**src/rtl/ikaopm_wrseq_pkg.sv**
```systemverilog
// Shared types and constants for the IKAOPM write sequencer.
package ikaopm_wrseq_pkg;

  typedef enum logic [2:0] {
    ST_IDLE     = 3'd0,
    ST_A_SETUP  = 3'd1,
    ST_A_STROBE = 3'd2,
    ST_A_HOLD   = 3'd3,
    ST_D_SETUP  = 3'd4,
    ST_D_STROBE = 3'd5,
    ST_D_HOLD   = 3'd6,
    ST_BUSY     = 3'd7
  } wrseq_state_e;

  typedef struct packed {
    logic [7:0] addr;
    logic [7:0] data;
  } wr_req_t;

  localparam logic       BUS_CS_N_IDLE = 1'b1;
  localparam logic       BUS_WR_N_IDLE = 1'b1;
  localparam logic       BUS_A0_RST    = 1'b0;
  localparam logic [7:0] BUS_D_RST     = 8'h00;

  function automatic int unsigned max_cyc(input int unsigned a, input int unsigned b,
                                          input int unsigned c, input int unsigned d);
    int unsigned m;
    m = a;
    if (b > m) m = b;
    if (c > m) m = c;
    if (d > m) m = d;
    return m;
  endfunction

endpackage

```
**src/rtl/ikaopm_sync_fifo.sv**
```systemverilog
// Single-clock request queue with flush; a full queue refuses pushes instead of overwriting.
module ikaopm_sync_fifo #(
  parameter int unsigned WIDTH = 16,
  parameter int unsigned DEPTH = 16
) (
  input  logic                     i_EMUCLK,
  input  logic                     i_RST,
  input  logic                     push,
  input  logic [WIDTH-1:0]         din,
  input  logic                     pop,
  input  logic                     flush,
  output logic [WIDTH-1:0]         dout,
  output logic                     full,
  output logic                     empty,
  output logic [$clog2(DEPTH):0]   level
);

  localparam int unsigned AW = $clog2(DEPTH);
  localparam int unsigned LW = AW + 1;

  logic [WIDTH-1:0] mem [DEPTH];
  logic [AW-1:0]    wr_ptr;
  logic [AW-1:0]    rd_ptr;
  logic [LW-1:0]    count;
  logic             do_push;
  logic             do_pop;

  assign full    = (count == LW'(DEPTH));
  assign empty   = (count == '0);
  assign level   = count;
  assign dout    = mem[rd_ptr];
  // Flush wins over a same-edge push so the queue ends up truly empty.
  assign do_push = push & ~full & ~flush;
  assign do_pop  = pop & ~empty & ~flush;

  always_ff @(posedge i_EMUCLK) begin
    if (do_push) mem[wr_ptr] <= din;
  end

  always_ff @(posedge i_EMUCLK) begin
    if (i_RST || flush) begin
      wr_ptr <= '0;
      rd_ptr <= '0;
      count  <= '0;
    end else begin
      if (do_push) wr_ptr <= wr_ptr + AW'(1);
      if (do_pop)  rd_ptr <= rd_ptr + AW'(1);
      case ({do_push, do_pop})
        2'b10:   count <= count + LW'(1);
        2'b01:   count <= count - LW'(1);
        default: count <= count;
      endcase
    end
  end

endmodule

```
**src/rtl/ikaopm_write_sequencer.sv**
```systemverilog
// Replays queued {addr, data} requests as timed two-phase OPM CPU-port writes.
module ikaopm_write_sequencer
  import ikaopm_wrseq_pkg::*;
#(
  parameter int unsigned FIFO_DEPTH = 16,
  parameter int unsigned SETUP_CYC  = 15,
  parameter int unsigned STROBE_CYC = 20,
  parameter int unsigned HOLD_CYC   = 15,
  parameter int unsigned BUSY_CYC   = 256,
  parameter int unsigned ADDR_CACHE = 1
) (
  input  logic                          i_EMUCLK,
  input  logic                          i_RST,
  input  logic                          i_REQ_VALID,
  output logic                          o_REQ_READY,
  input  logic [7:0]                    i_REQ_ADDR,
  input  logic [7:0]                    i_REQ_DATA,
  input  logic                          i_FLUSH,
  output logic                          o_CS_n,
  output logic                          o_WR_n,
  output logic                          o_A0,
  output logic [7:0]                    o_D,
  output logic [$clog2(FIFO_DEPTH):0]   o_LEVEL,
  output logic                          o_IDLE
);

  localparam int unsigned CW = $clog2(max_cyc(SETUP_CYC, STROBE_CYC, HOLD_CYC, BUSY_CYC)) + 1;

  wrseq_state_e state_q, state_d;
  logic [CW-1:0] cnt_q, cnt_d;
  logic          cnt_zero;
  wr_req_t       cur_q, cur_d;
  logic [7:0]    cache_addr_q, cache_addr_d;
  logic          cache_vld_q, cache_vld_d;
  logic          cs_n_d, wr_n_d, a0_d, idle_d;
  logic [7:0]    d_d;

  wr_req_t       req_in;
  wr_req_t       head;
  logic          pop;
  logic          fifo_full;
  logic          fifo_empty;

  assign req_in      = '{addr: i_REQ_ADDR, data: i_REQ_DATA};
  assign o_REQ_READY = ~fifo_full;
  assign cnt_zero    = (cnt_q == '0);

  ikaopm_sync_fifo #(
    .WIDTH ($bits(wr_req_t)),
    .DEPTH (FIFO_DEPTH)
  ) u_fifo (
    .i_EMUCLK (i_EMUCLK),
    .i_RST    (i_RST),
    .push     (i_REQ_VALID),
    .din      (req_in),
    .pop      (pop),
    .flush    (i_FLUSH),
    .dout     (head),
    .full     (fifo_full),
    .empty    (fifo_empty),
    .level    (o_LEVEL)
  );

  // Next state, phase counter and bus levels; bus registers follow the current state.
  always_comb begin
    state_d      = state_q;
    cnt_d        = cnt_zero ? cnt_q : cnt_q - CW'(1);
    cur_d        = cur_q;
    cache_addr_d = cache_addr_q;
    cache_vld_d  = cache_vld_q;
    pop          = 1'b0;
    cs_n_d       = BUS_CS_N_IDLE;
    wr_n_d       = BUS_WR_N_IDLE;
    a0_d         = o_A0;
    d_d          = o_D;
    idle_d       = (state_q == ST_IDLE) && fifo_empty;

    unique case (state_q)
      ST_IDLE: begin
        if (!fifo_empty) begin
          pop   = 1'b1;
          cur_d = head;
          cnt_d = CW'(SETUP_CYC - 1);
          if ((ADDR_CACHE != 0) && cache_vld_q && (head.addr == cache_addr_q))
            state_d = ST_D_SETUP;
          else
            state_d = ST_A_SETUP;
        end
      end
      ST_A_SETUP: begin
        cs_n_d = 1'b0;
        a0_d   = 1'b0;
        d_d    = cur_q.addr;
        if (cnt_zero) begin
          state_d = ST_A_STROBE;
          cnt_d   = CW'(STROBE_CYC - 1);
        end
      end
      ST_A_STROBE: begin
        cs_n_d = 1'b0;
        wr_n_d = 1'b0;
        a0_d   = 1'b0;
        d_d    = cur_q.addr;
        if (cnt_zero) begin
          state_d = ST_A_HOLD;
          cnt_d   = CW'(HOLD_CYC - 1);
        end
      end
      ST_A_HOLD: begin
        a0_d = 1'b0;
        d_d  = cur_q.addr;
        if (cnt_zero) begin
          state_d = ST_D_SETUP;
          cnt_d   = CW'(SETUP_CYC - 1);
        end
      end
      ST_D_SETUP: begin
        cs_n_d = 1'b0;
        a0_d   = 1'b1;
        d_d    = cur_q.data;
        if (cnt_zero) begin
          state_d = ST_D_STROBE;
          cnt_d   = CW'(STROBE_CYC - 1);
        end
      end
      ST_D_STROBE: begin
        cs_n_d = 1'b0;
        wr_n_d = 1'b0;
        a0_d   = 1'b1;
        d_d    = cur_q.data;
        if (cnt_zero) begin
          state_d = ST_D_HOLD;
          cnt_d   = CW'(HOLD_CYC - 1);
        end
      end
      ST_D_HOLD: begin
        a0_d = 1'b1;
        d_d  = cur_q.data;
        if (cnt_zero) begin
          cache_addr_d = cur_q.addr;
          cache_vld_d  = 1'b1;
          if (BUSY_CYC == 0) begin
            state_d = ST_IDLE;
          end else begin
            state_d = ST_BUSY;
            cnt_d   = CW'(BUSY_CYC - 1);
          end
        end
      end
      ST_BUSY: begin
        if (cnt_zero) state_d = ST_IDLE;
      end
    endcase
  end

  always_ff @(posedge i_EMUCLK) begin
    if (i_RST) begin
      state_q      <= ST_IDLE;
      cnt_q        <= '0;
      cur_q        <= '0;
      cache_addr_q <= '0;
      cache_vld_q  <= 1'b0;
      o_CS_n       <= BUS_CS_N_IDLE;
      o_WR_n       <= BUS_WR_N_IDLE;
      o_A0         <= BUS_A0_RST;
      o_D          <= BUS_D_RST;
      o_IDLE       <= 1'b1;
    end else begin
      state_q      <= state_d;
      cnt_q        <= cnt_d;
      cur_q        <= cur_d;
      cache_addr_q <= cache_addr_d;
      cache_vld_q  <= cache_vld_d;
      o_CS_n       <= cs_n_d;
      o_WR_n       <= wr_n_d;
      o_A0         <= a0_d;
      o_D          <= d_d;
      o_IDLE       <= idle_d;
    end
  end

endmodule

```
**config.mk**
```make
export PLATFORM = sky130hd
export DESIGN_NAME = ikaopm_write_sequencer
export DESIGN_NICKNAME = d
export VERILOG_FILES = /design/src/rtl/ikaopm_wrseq_pkg.sv /design/src/rtl/ikaopm_sync_fifo.sv /design/src/rtl/ikaopm_write_sequencer.sv
export SDC_FILE = /design/constraint.sdc
export NUM_CORES = 1
export LEC_CHECK = 0
export ABC_AREA = 1
export CORE_UTILIZATION = 55
export CTS_CLUSTER_SIZE = 28
export DETAILED_ROUTE_END_ITERATION = 10
export PLACE_DENSITY = 0.71
export SYNTH_ARGS = -nofsm -noshare
export SYNTH_HDL_FRONTEND = slang
export SYNTH_SLANG_ARGS = --single-unit
```
**constraint.sdc**
```tcl
create_clock -name i_EMUCLK -period 3.66 [get_ports i_EMUCLK]
set_input_delay 0.732 -clock i_EMUCLK [delete_from_list [all_inputs] [get_ports i_EMUCLK]]
set_output_delay 0.732 -clock i_EMUCLK [all_outputs]
set_load 0.01 [all_outputs]
```
==> flow_summary.json <==
{
  "status": "complete, no violations",
  "drtIter0Drc": 1197,
  "grt_pass1_vias": 9054,
  "dpl.hpwl_microns": 20600,
  "grt_antenna_before_repair": 0,
  "final_nets": 1319,
  "routed_via_density": 5.77,
  "yosysTopAreaCellShare_pct": 57.4,
  "drive_gt1_share_pct": 8.61,
  "synth_area_leader_cell": "edfxtp_1",
  "post_cts_buffers": 0,
  "ant_nets": 0,
  "vias": 9412,
  "rsz0062_at_grt": "no",
  "cts_tree": "done",
  "p_leak_nw": 5.61,
  "maxCapViolCount": 0,
  "critPathTopFamily": "simple AND/OR/NAND/NOR gates",
  "port_buffers": 37,
  "drv_slew": 0,
  "io_pins": 38,
  "layout_commonest_cell": "edfxtp_1",
  "final_cell_mix": "edfxtp_1 (256), nand2_1 (183), nor2_1 (163), o21ai_0 (128), inv_1 (115)",
  "drt_pass1_iterations": 5,
  "area_delta_synth_final_pct": 13.8,
  "crit_fanout": 12,
  "die_w_microns": 158,
  "cts_root_buf": "clkbuf_16",
  "synthCells": 1249,
  "route.detailed.drc": 0,
  "core_sq_um": 23700,
  "synth_area_sq_um": 13400,
  "worst_pin_slew_ns": 0.945,
  "num_antenna_cells": 0,
  "netlist_top_cells_area": "edfxtp_1 (57%), dfxtp_1 (9.9%), nand2_1 (5.1%)",
  "wl_per_cell_microns": 20.1,
  "critPathCaptureType": "register",
  "setup-violations-final": 0,
  "dieArea_sq_um": 25000,
  "die_height_microns": 158,
  "cp_slowest_cell": "dfxtp_1",
  "timing.setup.tns_ns": 0,
  "finalCritPeriodShare_pct": 69.9,
  "cts_max_level": 2,
  "layout.cells.non_filler": 1632,
  "synthFlopType": "edfxtp_1",
  "grt_pass1_wl_microns": 51000,
  "wirelength_microns": 32800,
  "ctsHoldBuffers": 0,
  "ys_seq_elements": 322,
  "grt_max_degree": 71,
  "max-slew-margin-rel_pct": 36.9,
  "hold_violations": 0,
  "startpoint_type": "register",
  "powerDensity_nw_per_um2": 607,
  "postSynthAreaPerCell_sq_um": 10.7,
  "vdd_drop_max_uv": 414,
  "max_freq_mhz": 391,
  "crit_chain": "inv_1 -> nand4_1 -> nand2_2 -> nor2_4 -> ha_1 -> xor2_1 -> ha_1 -> inv_1 -> nand2_1 -> nand3_1 -> a31oi_1 -> nor2_1",
  "post-place-cells": 1571,
  "place_congestion": 0.882,
  "cts_buffers": 34,
  "skew_ns": 0.0131,
  "initial_core_util_pct": 56.6,
  "min_period_ns": 2.56,
  "rows": 56,
  "ctsResizeCount": 0,
  "cp_slowest_stage_delay_ns": 0.43,
  "hold_path.class": "reg -> reg",
  "syn_nets": 1280,
  "worstPathRequired_ns": 4.08,
  "track_usage_pct": 27.6,
  "gr-total-overflow": 0,
  "clock_latency_ns": 0.52,
  "clock-sinks": 322,
  "yosysUniqueCellTypes": 37,
  "synth-edff-count": 256,
  "crit_buf_inv": 2,
  "async_flop_share_pct": 0,
  "yosysWarnings": 0,
  "cp_data_arrival_time_ns": 2.97,
  "ys_seq_area_share_pct": 67.2,
  "cts_buffer_depth": 3,
  "clk_pin_slew_ns": 0.06,
  "crit_type": "reg -> reg"
}
routing by layer:
layer	part of all wire [%]	routed length [microns]	global-route usage (%)	up-vias
met3	8.0	2640	3.83	49
met4	1.8	575	7.78	0
li1	-	-	-	4416
met5	0	0	0	-
met2	49	16000	45.5	384
met1	41	13600	38.3	4563
registers in the layout, summed over array words and instances, names as in the netlist, named ones only:
register and count:
o_WR_n 1, o_IDLE 1, o_CS_n 1, o_D 8, cache_addr_q 8, state_q 3, o_A0 1, u_fifo.wr_ptr 4
cur_q 16, u_fifo.rd_ptr 4, cache_vld_q 1, u_fifo.level 5, cnt_q 9, u_fifo.mem 256
final cells by class:
type / count / area, sq um
tap: 319 / 399
fill: 1882 / 8440
clock inverter: 18 / 156
sequential: 322 / 9010
timing repair buffer: 68 / 616
multi-input combinational: 741 / 3660
inverter: 121 / 457
clock buffer: 43 / 948
final timing paths:
path,from,to,slack [ns],depth (start not counted)
worst min-delay path,o_A0$_SDFFE_PP0P_,o_A0$_SDFFE_PP0P_,0.47,2
worst min register to register,o_A0$_SDFFE_PP0P_,o_A0$_SDFFE_PP0P_,0.47,2
worst max-delay path,u_fifo.level[1]$_SDFFE_PP0P_,u_fifo.level[4]$_SDFFE_PP0P_,1.10,12
worst max register to register,u_fifo.level[1]$_SDFFE_PP0P_,u_fifo.level[4]$_SDFFE_PP0P_,1.10,12
cells in the mapped netlist (10+ instances only):
library cell	count
inv_1	115
ha_1	11
nand3_1	101
buf_2	33
o211ai_1	31
o21ai_0	128
nand2_1	183
o22ai_1	10
clkbuf_1	26
dfxtp_1	66
nor2_1	179
o221ai_1	22
edfxtp_1	256
a21oi_1	27
a31oi_1	11
cell families (layout without fill, tap and decap cells):
group	Yosys count	after routing	share of synthesized area (%)
DFF	322	322	67.2
and+or+nand+nor	486	486	15.1
xor gates and xnor gates	8	8	0.523
buffers and inverters	186	250	5.79
AOI/OAI and AO/OA	236	236	10.3
adders and majority gates	11	11	1.03
where the power goes:
| group | switching (mW) | total, mW | leakage, nW | internal [mW] |
|---|---|---|---|---|
| Sequential | 0.143 | 4.27 | 2.85 | 4.13 |
| Combinational | 1.05 | 1.57 | 2.23 | 0.526 |
| Clock | 1.37 | 3.41 | 0.540 | 2.04 |
| Total | 2.56 | 9.25 | 5.61 | 6.70 |
worst min-delay path: cells and delay by family (launching register included):
family	cells	cell delay, ns
AOI/OAI and AO/OA	1	0.05
and+or+nand+nor	1	0.06
DFF	1	0.31
through the flow:
stage               hold WS, ns  total power [mW]  utilization, %  cell area [sq um]  setup slack, ns
finish                    0.466              9.25            64.4              15200             1.10
global route              0.482              9.65            64.4              15200            0.875
CTS                       0.466              9.28            64.4              15200             1.14
detailed placement        0.458              5.89            59.7              14100            0.692
global placement          0.443              5.86            59.7              14100            0.677
floorplan                 0.436              5.38               -              13400             1.22
(Power assumes the default switching activity.)
